$ cat config.mk
export PLATFORM = sky130hd
export DESIGN_NAME = warp_scoreboard
export DESIGN_NICKNAME = d
export VERILOG_FILES = /design/src/rtl/warp_scoreboard.sv
export SDC_FILE = /design/constraint.sdc
export NUM_CORES = 1
export LEC_CHECK = 0
export BUFFER_PORTS_ARGS = -buffer_cell sky130_fd_sc_hd__buf_2
export CAP_MARGIN = 20
export CELL_PAD_IN_SITES_DETAIL_PLACEMENT = 0
export CELL_PAD_IN_SITES_GLOBAL_PLACEMENT = 1
export CORE_ASPECT_RATIO = 1.2
export CORE_MARGIN = 4
export CORE_UTILIZATION = 46
export CTS_BUF_LIST = sky130_fd_sc_hd__clkbuf_16
export CTS_CLUSTER_SIZE = 28
export DETAILED_ROUTE_END_ITERATION = 10
export GPL_TIMING_DRIVEN = 0
export PLACE_DENSITY_LB_ADDON = 0.1
export RECOVER_POWER = 50
export SETUP_SLACK_MARGIN = 0.02
export SYNTH_ARGS = -nofsm -noshare
export SYNTH_HDL_FRONTEND = slang
export SYNTH_HIERARCHICAL = 1
export SYNTH_SLANG_ARGS = --single-unit
$ cat constraint.sdc
create_clock -name i_clk -period 11.35 [get_ports i_clk]
set_input_delay 2.27 -clock i_clk [delete_from_list [all_inputs] [get_ports i_clk]]
set_output_delay 2.27 -clock i_clk [all_outputs]
set_load 0.1 [all_outputs]
$ cat src/rtl/warp_scoreboard.sv
// Register reservation scoreboard and in-order dual-dispatch gate for warp issue.
// Tracks in-flight writes to the 32 integer registers; x0 is never reserved.

module warp_sb_slot (
    input  logic [31:0] r,
    input  logic [4:0]  rs1,
    input  logic [4:0]  rs2,
    input  logic [4:0]  rd,
    input  logic        wr_en,
    output logic        hazard
);
    // r[0] is held at zero, so x0 operands never raise a hazard.
    assign hazard = r[rs1] | r[rs2] | (wr_en & r[rd]);
endmodule

module warp_scoreboard (
    input  logic        i_clk,
    input  logic        i_rst_n,
    input  logic        i_inst0_valid,
    input  logic [4:0]  i_inst0_rs1,
    input  logic [4:0]  i_inst0_rs2,
    input  logic [4:0]  i_inst0_rd,
    input  logic        i_inst0_wr_en,
    input  logic        i_inst0_fu_ready,
    input  logic        i_inst1_valid,
    input  logic [4:0]  i_inst1_rs1,
    input  logic [4:0]  i_inst1_rs2,
    input  logic [4:0]  i_inst1_rd,
    input  logic        i_inst1_wr_en,
    input  logic        i_inst1_fu_ready,
    output logic        o_inst0_dispatch,
    output logic        o_inst1_dispatch,
    input  logic        i_wb0_valid,
    input  logic [4:0]  i_wb0_rd,
    input  logic        i_wb1_valid,
    input  logic [4:0]  i_wb1_rd,
    output logic [31:0] o_reserved,
    output logic [5:0]  o_inflight,
    output logic        o_idle,
    output logic        o_wb_err
);
    localparam int NUM_SLOTS = 2;

    logic [31:0] r_q, r_d, set_mask, clr_mask;
    logic [5:0]  cnt_q, cnt_d;
    logic        err_q, err_d;

    logic [NUM_SLOTS-1:0][4:0] slot_rs1, slot_rs2, slot_rd;
    logic [NUM_SLOTS-1:0]      slot_wr, slot_haz;

    assign slot_rs1 = {i_inst1_rs1, i_inst0_rs1};
    assign slot_rs2 = {i_inst1_rs2, i_inst0_rs2};
    assign slot_rd  = {i_inst1_rd,  i_inst0_rd};
    assign slot_wr  = {i_inst1_wr_en, i_inst0_wr_en};

    genvar s;
    generate
        for (s = 0; s < NUM_SLOTS; s++) begin : g_slot
            warp_sb_slot u_slot (
                .r      (r_q),
                .rs1    (slot_rs1[s]),
                .rs2    (slot_rs2[s]),
                .rd     (slot_rd[s]),
                .wr_en  (slot_wr[s]),
                .hazard (slot_haz[s])
            );
        end
    endgenerate

    // Slot 1 must also see slot 0's destination, which is not yet in r_q.
    logic intra_haz;
    assign intra_haz = i_inst0_wr_en && (i_inst0_rd != 5'd0) &&
                       ((i_inst1_rs1 == i_inst0_rd) || (i_inst1_rs2 == i_inst0_rd) ||
                        (i_inst1_wr_en && (i_inst1_rd == i_inst0_rd)));

    assign o_inst0_dispatch = i_rst_n & i_inst0_valid & i_inst0_fu_ready & ~slot_haz[0];
    assign o_inst1_dispatch = i_rst_n & i_inst1_valid & i_inst1_fu_ready & ~slot_haz[1] &
                              ~intra_haz & o_inst0_dispatch;

    always_comb begin
        set_mask = '0;
        clr_mask = '0;
        if (o_inst0_dispatch && i_inst0_wr_en && i_inst0_rd != 5'd0)
            set_mask = set_mask | (32'd1 << i_inst0_rd);
        if (o_inst1_dispatch && i_inst1_wr_en && i_inst1_rd != 5'd0)
            set_mask = set_mask | (32'd1 << i_inst1_rd);
        if (i_wb0_valid && i_wb0_rd != 5'd0)
            clr_mask = clr_mask | (32'd1 << i_wb0_rd);
        if (i_wb1_valid && i_wb1_rd != 5'd0)
            clr_mask = clr_mask | (32'd1 << i_wb1_rd);
        // Set after clear: a fresh reservation belongs to the younger instruction.
        r_d = (r_q & ~clr_mask) | set_mask;
    end

    always_comb begin
        cnt_d = '0;
        for (int i = 1; i < 32; i++)
            cnt_d = cnt_d + {5'd0, r_d[i]};
    end

    always_comb begin
        err_d = err_q;
        if (i_wb0_valid && i_wb0_rd != 5'd0 && !r_q[i_wb0_rd])
            err_d = 1'b1;
        if (i_wb1_valid && i_wb1_rd != 5'd0 && !r_q[i_wb1_rd])
            err_d = 1'b1;
        if (i_wb0_valid && i_wb1_valid && i_wb0_rd != 5'd0 && i_wb0_rd == i_wb1_rd)
            err_d = 1'b1;
    end

    always_ff @(posedge i_clk or negedge i_rst_n) begin
        if (!i_rst_n) begin
            r_q   <= '0;
            cnt_q <= '0;
            err_q <= 1'b0;
        end else begin
            r_q   <= r_d;
            cnt_q <= cnt_d;
            err_q <= err_d;
        end
    end

    assign o_reserved = r_q;
    assign o_inflight = cnt_q;
    assign o_idle     = (r_q == 32'd0);
    assign o_wb_err   = err_q;
endmodule

Word-level counts from Yosys, hierarchy flattened
Index checks and enable logic that the tools add are counted.
{ "classes": {"muxes": 23, "addsub": 30, "n_shift": 4, "n_bitwise": 22, "n_reduce_logical": 24, "magnitude_cmp": 8, "eq_ne": 4} }
{ "ops": {"columns": ["operator", "n"], "rows": [
  ["$add A6 B1 Y6", 25],
  ["$mux W32", 4],
  ["$shl A1 B5 Y32 const A", 4],
  ["$or A32 B32 Y32", 3],
  ["$lt A5 B6 Y1 const B", 8],
  ["$bmux W1 S5", 8],
  ["$and A32 B32 Y32", 1],
  ["$logic_not A32 Y1", 1],
  ["$not A32 Y32", 1],
  ["$eq A5 B5 Y1", 4],
  ["$reduce_bool A5 Y1", 4],
  ["$logic_and A1 B1 Y1", 14],
  ["$mux W1", 11],
  ["$and A1 B1 Y1", 10],
  ["$add A5 B1 Y6", 1],
  ["$add A4 B1 Y5", 1],
  ["$add A3 B1 Y4", 1],
  ["$or A1 B1 Y1", 4],
  ["$add A2 B1 Y3", 1],
  ["$not A1 Y1", 3],
  ["$reduce_bool A3 Y1", 1],
  ["$add A1 B1 Y2", 1],
  ["$logic_not A1 Y1", 2],
  ["$logic_or A1 B1 Y1", 2]
]} }
{ "word_totals": {"output_inout_bits": 42, "wordCells": 118, "ff_bits": 39, "inputBits": 50} }

Logic depth before layout (Yosys ltp)
Gate-level depths: netlist of the first run.
{ "depth": {"ltp_word": 42, "ltp_mapped": 30, "depth_no_buf": 26} }

Modules after synthesis
The synthesis of the first run kept the hierarchy.
{ "modules_own_cells": {"columns": ["mod", "seq_area_each_um2", "instances", "cells_per_inst", "area_per_inst_um2"], "rows": [
  ["warp_scoreboard", 975.9, 1, 445, 4072.7],
  ["warp_sb_slot", 0.0, 2, 72, 893.4]
]} }

Worst setup path after synthesis of the first run
Ideal clock, no wire load.
{ "synth_path": {"path_kind": "input to register", "startpoint": "in i_inst0_rs2[0]", "endpoint": "reg cnt_q[4] (netlist: o_inflight[4])", "path_buffers": 4, "setup_slack_ns": 1.478, "t_arrival_ns": 9.792, "path_stages": 28, "path_cell_list": "clkbuf_1 -> mux4_2 -> a32oi_1 -> o31ai_1 -> nor4_1 -> nand4_1 -> and4b_1 -> buf_2 -> and4_1 -> buf_4 -> buf_2 -> nand4_1 -> o31a_1 -> o21a_1 -> fa_1 -> inv_1 -> fa_1 -> inv_1 -> fa_1 -> fa_1 -> fa_1 -> fa_1 -> inv_1 -> fa_1 -> fa_1 -> a21o_1 -> a21oi_1 -> xnor2_1"} }
{ "synth_between": {"elab_chain_cells": 42} }
{ "synth_lines": {"columns": ["element", "line", "source"], "rows": [
  ["from (decl)", "21", "input logic [4:0] i_inst0_rs2,"],
  ["$bmux W1 S5 *", "13", "assign hazard = r[rs1] | r[rs2] | (wr_en & r[rd]);"],
  ["$mux W1 (implied by the code) *", "13", null],
  ["$or A1 B1 Y1 * (2 in series)", "13", null],
  ["net slot_haz[0]", "49", "logic [NUM_SLOTS-1:0] slot_wr, slot_haz;"],
  ["$not A1 Y1 *", "76", "assign o_inst0_dispatch = i_rst_n & i_inst0_valid & i_inst0_fu_ready & ~slot_haz[0];"],
  ["$and A1 B1 Y1 *", "76", null],
  ["net o_inst0_dispatch", "31", "output logic o_inst0_dispatch,"],
  ["$logic_and A1 B1 Y1 (2 in series)", "83", "if (o_inst0_dispatch && i_inst0_wr_en && i_inst0_rd != 5'd0)"],
  ["[... 4 more ...]", null, null],
  ["$add A1 B1 Y2", "98", "cnt_d = cnt_d + {5'd0, r_d[i]};"],
  ["$add A2 B1 Y3", "98", null],
  ["$add A3 B1 Y4", "98", null],
  ["$add A4 B1 Y5", "98", null],
  ["$add A5 B1 Y6", "98", null],
  ["$add A6 B1 Y6 (24 in series)", "98", null],
  ["$add A6 B1 Y6 *", "98", null],
  ["net cnt_d[4]", "45", "logic [5:0] cnt_q, cnt_d;"],
  ["to (signal assigned)", "118", "cnt_q <= cnt_d;"],
  ["to (decl)", "45", null]
]} }
The timed path passes the listed nets; every way through them passes the cells marked *. The select of a mux whose other input is x is not followed.
A chain may end at the register's enable or synchronous reset.

Worst setup path in the final report of the first run
{ "layout_path": {"startpoint": "in i_inst0_rs2[0]", "endpoint": "reg cnt_q[4] (netlist: o_inflight[4])"} }
{ "layout_between": {"elab_chain_cells": 42} }
{ "layout_lines": {"columns": ["element", "line", "source"], "rows": [
  ["$bmux W1 S5 *", "13", null],
  ["$mux W1 (implied by the code) *", "13", null],
  ["$or A1 B1 Y1 * (2 in series)", "13", null],
  ["net slot_haz[0]", "49", null],
  ["$not A1 Y1 *", "76", null],
  ["$and A1 B1 Y1 *", "76", null],
  ["$logic_and A1 B1 Y1 (2 in series)", "83", null],
  ["$mux W32", "83", null],
  ["[... 3 more ...]", null, null],
  ["net r_d[1]", "44", "logic [31:0] r_q, r_d, set_mask, clr_mask;"],
  ["$add A1 B1 Y2 *", "98", null],
  ["$add A2 B1 Y3 *", "98", null],
  ["$add A3 B1 Y4 *", "98", null],
  ["$add A4 B1 Y5 *", "98", null],
  ["$add A5 B1 Y6 *", "98", null],
  ["$add A6 B1 Y6 * (25 in series)", "98", null],
  ["net cnt_d[4]", "45", null]
]} }
Marked as above.

==> flow_summary.toml, run 1 <==
[worst_setup_path]
cp-endpoint = "o_inflight[4]"
cp.required_ns = 11.55
arrival_ns = 10.33
reg2reg_from = "o_reserved[2]"
crit_type = "in -> reg"
rr_worst_depth = 26
cp-start-kind = "input port"
cp_max_fo = 10
endpoint_kind = "register"
r2r_end = "o_inflight[4]"
crit_path_start = "i_inst0_rs2[0]"
r2r_slack_ns = 2.63

[sta]
slew_viol_final = 42
fin_worst_skew_ns = 0.00487
tightest_slew_ns = 2.24
final-setup-viol-count = 0
post-route-period-util = 0.892
slew_headroom = -0.493
tns_ns = 0
rsz0062_at_grt = "no"
postLayoutSetupSlackWorst_ns = 1.22
clock.fmax_ghz = 0.0987
fin_crit_ns = 10.13
finalHoldViolCount = 0

[die]
initial_core_util = 0.477
die_w_um = 111
rows = 44
coreArea_um2 = 12300
io_pins = 92
die_area_um2 = 14600
die_y_um = 132

[finish]
finalNonFillerCells = 833
areaGrowthSynthToFinish_pct = 12.2
layout-drive-gt1-share = 0.225
nFillCells = 1136
fin_nets = 751
antennaDiodeCount = 0
final_area_um2 = 6570

[place]
hpwlAfterDp_mm = 16.3
place_ws_ns = 0.990
place_inst = 825
placed_area_um2 = 6440
globalplace.congestion = 0.921
numPortBuffers = 75

[detailed_routing]
drc = 0
viasPerCell = 7.06
ant_nets = 0
post_drt_wl_per_cell_um = 27.8
first_iter_violations = 751
wl_mm = 23.1
vias = 5877
drtPass1Iterations = 6

[synth]
seq_area_frac_synth = 0.167
synth_top_cell_by_area = "dfrtp_1"
syn_nets = 669
ys.flop_type = "dfrtp_1"
ys_seq_elements = 39
ys_warn_count = 6
post_synth_main_area_contributors = "dfrtp_1, mux4_2, fa_1, mux4_1, mux2i_1"
ys_types = 69
synth_top_cell_area_share = 0.167
synth.most_common_cell = "dfrtp_1"
synthTopCellsByCount = "dfrtp_1, mux4_2, nor2_1"
synth.cell_area_um2 = 5860
synthArstFlopShare = 1.00
syn_inst = 589
synth_edf_count = 0
avgSynthCellArea_um2 = 9.95

[global_routing]
grt_usage = 0.312
grt_pass1_wl_mm = 35.6
antenna_found_initial = 1
grt_max_degree = 42
grt_pass1_vias = 6065
gr-total-overflow = 0

[power_and_ir_drop]
powerDensity_nw_per_um2 = 102
p_leak_nw = 2.74
ir_drop_mv = 0.121

[clock_network]
htree_levels = 2
hold_buffers = 0
cts_tree = "yes"
cts.sinks = 39
clk_path_buf_depth = 2
cts.clk_slew.worst_paths_ns = 0.06
insertion_delay_ns = 0.28
cts_made_buffers = 5
root_buffer = "clkbuf_16"
post_cts_buffers = 0
post_cts_resized = 0

[outcome]
violations = "max-capacitance violations, max-slew violations"
status = "finished, violations left"

[min_path]
hold_depth = 4
min-delay-path-class = "reg -> reg"

[job]
maxCapViolations = 1
==> through the flow <==
stage	power [mW]	util	hold slack, ns
floorplan	0.424	-	1.02
global placement	0.513	0.524	0.684
detailed placement	0.514	0.524	0.706
CTS	0.676	0.538	0.720
global route	0.706	0.535	0.743
finish	0.672	0.535	0.732
==> logic make-up after synthesis <==
family                     after synthesis  share of synthesized area
AOI/OAI and AO/OA                      150                      0.182
buffers and inverters                   71                     0.0641
DFF                                     39                      0.167
muxes                                   90                      0.281
adders and majority gates               30                     0.0935
xor gates and xnor gates                22                     0.0329
and+or+nand+nor                        187                      0.180
==> final cells by class <==
| cell class | instances | area, um^2 | area share |
|---|---|---|---|
| well taps | 161 | 201 | 0.0306 |
| flip-flops and latches | 39 | 976 | 0.148 |
| clock buffers | 5 | 125 | 0.0190 |
| inverters | 23 | 86.3 | 0.0131 |
| repair buffers | 75 | 349 | 0.0531 |
| plain buffers | 48 | 289 | 0.0440 |
| multi-input cells | 479 | 4510 | 0.686 |
| clock inverters | 3 | 38.8 | 0.00590 |
==> worst min-delay path by stage <==
stage / from / end
3_5_place_dp: o_wb_err / o_wb_err
3_3_place_gp: o_wb_err / o_wb_err
4_1_cts: o_wb_err / o_wb_err
2_1_floorplan: o_reserved[0] / o_reserved[0]
6_report: o_wb_err / o_wb_err
5_1_grt: o_reserved[0] / o_reserved[0]
==> layout by cell type, fill, tap and decap left out, drive strengths merged, types with 18 or more instances in the layout <==
cell	count
mux2i	26
buf	83
inv	23
a22oi	25
nand4	18
nor2	38
mux4	54
o21ai	29
nand2	23
clkbuf	45
dfrtp	39
nand3	21
nor2b	23
fa	23
==> layer usage <==
metal / wire length, um / GRT usage / vias to the layer above
li1: - / - / 2484
met1: 8520 / 0.386 / 2861
met2: 10900 / 0.520 / 413
met3: 2350 / 0.0814 / 117
met4: 1310 / 0.130 / 2
met5: 5 / 0 / -
==> state kept, by name, indices dropped and copies added (netlist names) <==
signal      count
o_inflight      6
o_reserved     32
o_wb_err        1
==> power by group <==
group          switching, mW  internal [mW]  total, mW  leakage (nW)
registers             0.0356          0.151      0.186         0.531
clock network         0.0547          0.102      0.157        0.0812
logic                  0.223          0.105      0.329          2.13
==> worst max-delay path, cell delays in order <==
cell      delay [ns]
clkbuf_1        0.38
mux4_2          0.56
a32oi_1         0.24
o31ai_1         0.10
nor4_1          0.31
nand4_1         0.16
and4b_1         0.27
buf_2           0.20
and4_1          0.21
buf_4           0.16
buf_2           0.23
nand4_1         0.11
o31a_1          0.22
o21ai_0         0.49
fa_1            0.50
inv_1           0.08
fa_1            0.42
fa_1            0.52
fa_1            0.44
fa_1            0.48
fa_1            0.50
inv_1           0.05
fa_1            0.41
fa_1            0.48
a21o_1          0.21
a21oi_1         0.18
xnor2_1         0.14
Note: power is estimated with default switching activity, not from simulation.
==> run 2, diff against run 1 <==
--- a/config.mk
+++ b/config.mk
@@ -11,7 +11,7 @@
 export CELL_PAD_IN_SITES_GLOBAL_PLACEMENT = 1
 export CORE_ASPECT_RATIO = 1.2
 export CORE_MARGIN = 4
-export CORE_UTILIZATION = 46
+export CORE_UTILIZATION = 49
 export CTS_BUF_LIST = sky130_fd_sc_hd__clkbuf_16
 export CTS_CLUSTER_SIZE = 28
 export DETAILED_ROUTE_END_ITERATION = 10
==> constraint.sdc (replaced) <==
create_clock -name i_clk -period 11.35 [get_ports i_clk]
set_input_delay 2.27 -clock i_clk [delete_from_list [all_inputs] [get_ports i_clk]]
set_output_delay 2.27 -clock i_clk [all_outputs]
set_load 0.05 [all_outputs]
==> flow_summary.toml, run 2 (synthesis results as in run 1) <==
[sta]
tightest_slew_ns = 2.36
post-route-period-util = 0.893
slew_viol_final = 42
slew_headroom = -0.571
tns_ns = 0
fin_crit_ns = 10.13
fin_worst_skew_ns = 0.00950
finalHoldViolCount = 0
rsz0062_at_grt = "no"
final-setup-viol-count = 0
clock.fmax_ghz = 0.0987

[power_and_ir_drop]
p_leak_nw = 2.75
pwr-share-seq = 0.298
powerDensity_nw_per_um2 = 95.0
p_sw_frac = 0.427
power.clock.fraction = 0.264
power.internal_mw = 0.358
switchingPower_mw = 0.267
ir_drop_mv = 0.0983
comb_power_share = 0.437

[worst_setup_path]
endpoint_kind = "register"
rr_worst_depth = 26
cp_cell_sequence = "clkbuf_1 -> and4b_1 -> buf_2 -> and4_1 -> buf_4 -> buf_2 -> nand4_1 -> o31a_1 -> o21ai_0 -> fa_1 -> inv_1 -> fa_1 -> fa_1 -> fa_1 -> fa_1 -> fa_1 -> inv_1 -> fa_1 -> fa_1 -> a21o_1 -> a21oi_1 -> xnor2_1"
crit_type = "in -> reg"
critPathMaxStageDelay_ns = 1.65
reg2reg_from = "o_reserved[8]"
r2r_end = "o_inflight[4]"
crit_slowest_cell = "clkbuf_1"
cp.required_ns = 11.56
cp-start-kind = "input port"
path_common_cell = "fa_1"
cp_max_fo = 41
arrival_ns = 10.34
r2r_slack_ns = 2.81
cp-endpoint = "o_inflight[4]"
crit_path_start = "i_rst_n"

[finish]
antennaDiodeCount = 0
mostFrequentLayoutCell = "buf_2"
mostFrequentLayoutCells = "buf_2, dfrtp_1, nor2_1, mux4_2, clkbuf_1"
layout-drive-gt1-share = 0.226
final_area_um2 = 6570
largest_register_ffs = 32
fin_nets = 751
areaGrowthSynthToFinish_pct = 12.2

[clock_network]
post_cts_buffers = 0
hold_buffers = 0
root_buffer = "clkbuf_16"
insertion_delay_ns = 0.29
clk_path_buf_depth = 2
cts_made_buffers = 5
cts.sinks = 39
cts.clk_slew.worst_paths_ns = 0.06
cts_tree = "yes"
post_cts_resized = 0
htree_levels = 2

[place]
globalplace.congestion = 0.963
hpwlAfterDp_mm = 16.8
numPortBuffers = 75
placed_area_um2 = 6430

[die]
rows = 43
die_w_um = 108
die_area_um2 = 13800
coreArea_um2 = 11600
io_pins = 92
initial_core_util = 0.504
die_y_um = 128

[global_routing]
grt_usage = 0.337
gr-total-overflow = 0
antenna_found_initial = 0
grt_pass1_wl_mm = 34.7
grt_pass1_vias = 5840
grt_max_degree = 42

[detailed_routing]
vias = 5918
viasPerCell = 7.14
ant_nets = 0
drtPass1Iterations = 6
first_iter_violations = 809
drc = 0
post_drt_wl_per_cell_um = 28.0
wl_mm = 23.2

[outcome]
violations = "max-capacitance violations, max-slew violations"
status = "finished, violations left"

[min_path]
min-delay-path-class = "reg -> reg"

[job]
maxCapViolations = 1
==> run 2: critical path: cells and delay by family <==
family	cells	cell delay, ns
fa+ha+maj	8	3.72
buf+inv	6	2.41
compound gates	4	1.03
simple gates	3	0.75
xor+xnor	1	0.14
==> run 2: power by group through the flow <==
stage / Clock [mW] / Combinational [mW] / Sequential (mW)
final: 0.165 / 0.273 / 0.186
after global routing: 0.172 / 0.298 / 0.185
after CTS: 0.165 / 0.278 / 0.183
after detailed placement: 0 / 0.277 / 0.186
after global placement: 0 / 0.274 / 0.186
after floorplan: 0 / 0.164 / 0.208
==> run 2: how the worst min path moves through the flow <==
stage               depth (start not counted)  slack, ns          start            end
floorplan                                   1       0.80  o_reserved[0]  o_reserved[0]
global placement                            4       0.66       o_wb_err       o_wb_err
detailed placement                          1       0.66  o_reserved[0]  o_reserved[0]
CTS                                         1       0.68  o_reserved[0]  o_reserved[0]
global route                                1       0.72  o_reserved[0]  o_reserved[0]
finish                                      1       0.70  o_reserved[0]  o_reserved[0]
==> run 2: metrics by stage <==
step	worst slack [ns]	hold WS (ns)	total power, mW	util	cells
final	1.22	0.695	0.625	0.566	829
after global routing	0.643	0.722	0.655	0.566	829
after CTS	1.31	0.680	0.626	0.568	829
after detailed placement	1.03	0.663	0.463	0.553	821
after global placement	1.15	0.657	0.459	0.553	821
after floorplan	1.68	0.800	0.372	-	589
==> run 2: cell type report <==
cell class                      instances  area [um^2]
Fill cell                            1082         5050
Multi-Input combinational cell        479         4510
Sequential cell                        39          976
Timing Repair Buffer                   75          349
Buffer                                 48          289
Tap cell                              157          196
Clock buffer                            5          125
Inverter                               23         86.3
Clock inverter                          3         43.8
==> run 2: per-layer routing <==
layer / share of wire / vias up / track usage
li1: - / 2482 / -
met1: 0.37 / 2899 / 0.436
met2: 0.48 / 448 / 0.566
met3: 0.11 / 89 / 0.0519
met4: 0.045 / 0 / 0.133
met5: 0 / - / 0
==> run 3, diff against run 2 <==
--- a/config.mk
+++ b/config.mk
@@ -21,5 +21,4 @@
 export SETUP_SLACK_MARGIN = 0.02
 export SYNTH_ARGS = -nofsm -noshare
 export SYNTH_HDL_FRONTEND = slang
-export SYNTH_HIERARCHICAL = 1
 export SYNTH_SLANG_ARGS = --single-unit
==> flow_summary.toml, run 3 <==
[global_routing]
antenna_found_initial = 0
grt_pass1_vias = 6509
gr-total-overflow = 0
grt_pass1_wl_mm = 38.8
grt_usage = 0.356
grt_max_degree = 42

[place]
placed_area_um2 = 6750
place_ws_ns = 1.33
numPortBuffers = 73
hpwlAfterDp_mm = 19.6
globalplace.congestion = 0.987

[synth]
synth.most_common_cell = "clkbuf_1"
synth.cell_area_um2 = 6180
ys.flop_type = "dfrtp_1"
synth_edf_count = 0
synthTopCellsByCount = "clkbuf_1, nand2_1, mux4_2"
synth_top_cell_by_area = "mux4_2"
syn_inst = 693
synth_top_cell_area_share = 0.189
seq_area_frac_synth = 0.158
avgSynthCellArea_um2 = 8.92
post_synth_main_area_contributors = "mux4_2, dfrtp_1, fa_1, mux2i_1, a21oi_1"
synthArstFlopShare = 1.00
ys_seq_elements = 39
ys_warn_count = 0
ys_types = 55
syn_nets = 773

[min_path]
hold_path_startpoint = "o_wb_err"
hold_depth = 2
min-delay-path-class = "reg -> reg"
worstHoldEndpoint = "o_wb_err"

[die]
initial_core_util = 0.506
die_area_um2 = 14500
rows = 44
die_w_um = 111
die_y_um = 131
coreArea_um2 = 12200
io_pins = 92

[detailed_routing]
viasPerCell = 7.14
vias = 6681
first_iter_violations = 1050
post_drt_wl_per_cell_um = 28.6
drc = 0
ant_nets = 0
wl_mm = 26.8
drtPass1Iterations = 6

[finish]
seqCellArea_um2 = 976
nFillCells = 1146
areaGrowthSynthToFinish_pct = 11.8
layout-drive-gt1-share = 0.190
mostFrequentLayoutCell = "clkbuf_1"
fin_nets = 854
largest_register_ffs = 32
antennaDiodeCount = 0
mostFrequentLayoutCells = "clkbuf_1, buf_2, nand2_1"
multiInputGateArea_um2 = 4670
final_area_um2 = 6910

[sta]
slew_viol_final = 0
fin_crit_ns = 9.84
fin_worst_skew_ns = 0.00898
post-route-period-util = 0.867
final-setup-viol-count = 0
tns_ns = 0
rsz0062_at_grt = "no"
finalHoldViolCount = 0
clock.fmax_ghz = 0.102
finalHoldWorstSlack_ns = 0.507
slew_headroom = 0.357
postLayoutSetupSlackWorst_ns = 1.51
tightest_slew_ns = 0.952

[clock_network]
cts.clk_slew.worst_paths_ns = 0.07
root_buffer = "clkbuf_16"
post_cts_buffers = 0
clk_path_buf_depth = 2
cts_tree = "yes"
cts_made_buffers = 5
hold_buffers = 0
htree_levels = 2
post_cts_resized = 0
insertion_delay_ns = 0.30
cts.sinks = 39

[power_and_ir_drop]
p_sw_frac = 0.498
p_leak_nw = 2.71
pwr-share-seq = 0.197
powerDensity_nw_per_um2 = 145
ir_drop_mv = 0.203
power.internal_mw = 0.504
switchingPower_mw = 0.499
comb_power_share = 0.628
power.clock.fraction = 0.175

[worst_setup_path]
rr_worst_depth = 23
cp_max_fo = 10
reg2reg_from = "o_reserved[12]"
cp-start-kind = "input port"
r2r_slack_ns = 2.99
cp.required_ns = 11.58
arrival_ns = 10.06
endpoint_kind = "register"
crit_type = "in -> reg"
r2r_end = "o_inflight[4]"

[outcome]
status = "complete, no violations"

[job]
maxCapViolations = 0
run 3: per-layer routing:
metal,part of all wire,track usage
met2,0.45,0.575
met3,0.11,0.0686
met1,0.35,0.429
met5,0,0
met4,0.084,0.263
run 3: kinds of logic (layout without fill, tap and decap cells):
family | after synthesis | in the layout | share of synthesized area
xor gates and xnor gates | 23 | 23 | 0.0326
DFF | 39 | 39 | 0.158
buffers and inverters | 126 | 208 | 0.0866
adders and majority gates | 30 | 30 | 0.0887
muxes | 88 | 88 | 0.248
AOI/OAI and AO/OA | 169 | 169 | 0.199
and+or+nand+nor | 218 | 218 | 0.186
run 3: how the worst max path moves through the flow:
stage                               from  cells after the start  slack [ns]             to
after CTS                  i_inst1_rd[1]                     24        1.63  o_inflight[4]
final                      i_inst1_rd[1]                     24        1.51  o_inflight[4]
after global placement     i_inst0_rd[0]                     23        1.39  o_inflight[4]
after global routing       i_inst1_rd[1]                     24        1.26  o_inflight[4]
after detailed placement   i_inst1_rd[1]                     24        1.33  o_inflight[4]
after floorplan           i_inst1_rs1[0]                     22        2.40  o_inflight[4]
run 3: final cells by class:
type                            count  share of cell area
Inverter                           43              0.0233
Clock buffer                        5              0.0181
Sequential cell                    39               0.141
Multi-Input combinational cell    528               0.675
Timing Repair Buffer               74              0.0519
Clock inverter                      3             0.00670
Buffer                             83              0.0541
Tap cell                          161              0.0291
run 3: power by group through the flow:
stage	logic (mW)	clock network, mW	registers [mW]
2_1_floorplan	0.393	0	0.248
3_3_place_gp	0.617	0	0.195
3_5_place_dp	0.631	0	0.198
4_1_cts	0.631	0.176	0.194
5_1_grt	0.698	0.182	0.197
6_report	0.630	0.176	0.198
run 3: stage by stage:
| step | power (mW) | instances | util |
|---|---|---|---|
| after detailed placement | 0.828 | 927 | 0.552 |
| after global routing | 1.08 | 936 | 0.566 |
| after CTS | 1.00 | 935 | 0.566 |
| final | 1.00 | 936 | 0.566 |
| after global placement | 0.812 | 927 | 0.552 |
| after floorplan | 0.641 | 693 | - |
run 3: critical path, stage by stage:
cell	delay, ns
buf_6	0.13
clkbuf_1	0.39
mux4_2	0.38
mux2_2	0.28
nor3b_1	0.21
nor4_1	0.12
a2111oi_2	0.46
nand2_1	0.20
buf_6	0.19
buf_6	0.14
o41ai_1	0.87
fa_1	0.54
inv_1	0.08
fa_1	0.45
fa_1	0.52
fa_1	0.43
fa_1	0.46
fa_1	0.52
inv_1	0.05
fa_1	0.41
fa_1	0.46
a21o_1	0.19
a21oi_1	0.18
xnor2_1	0.13
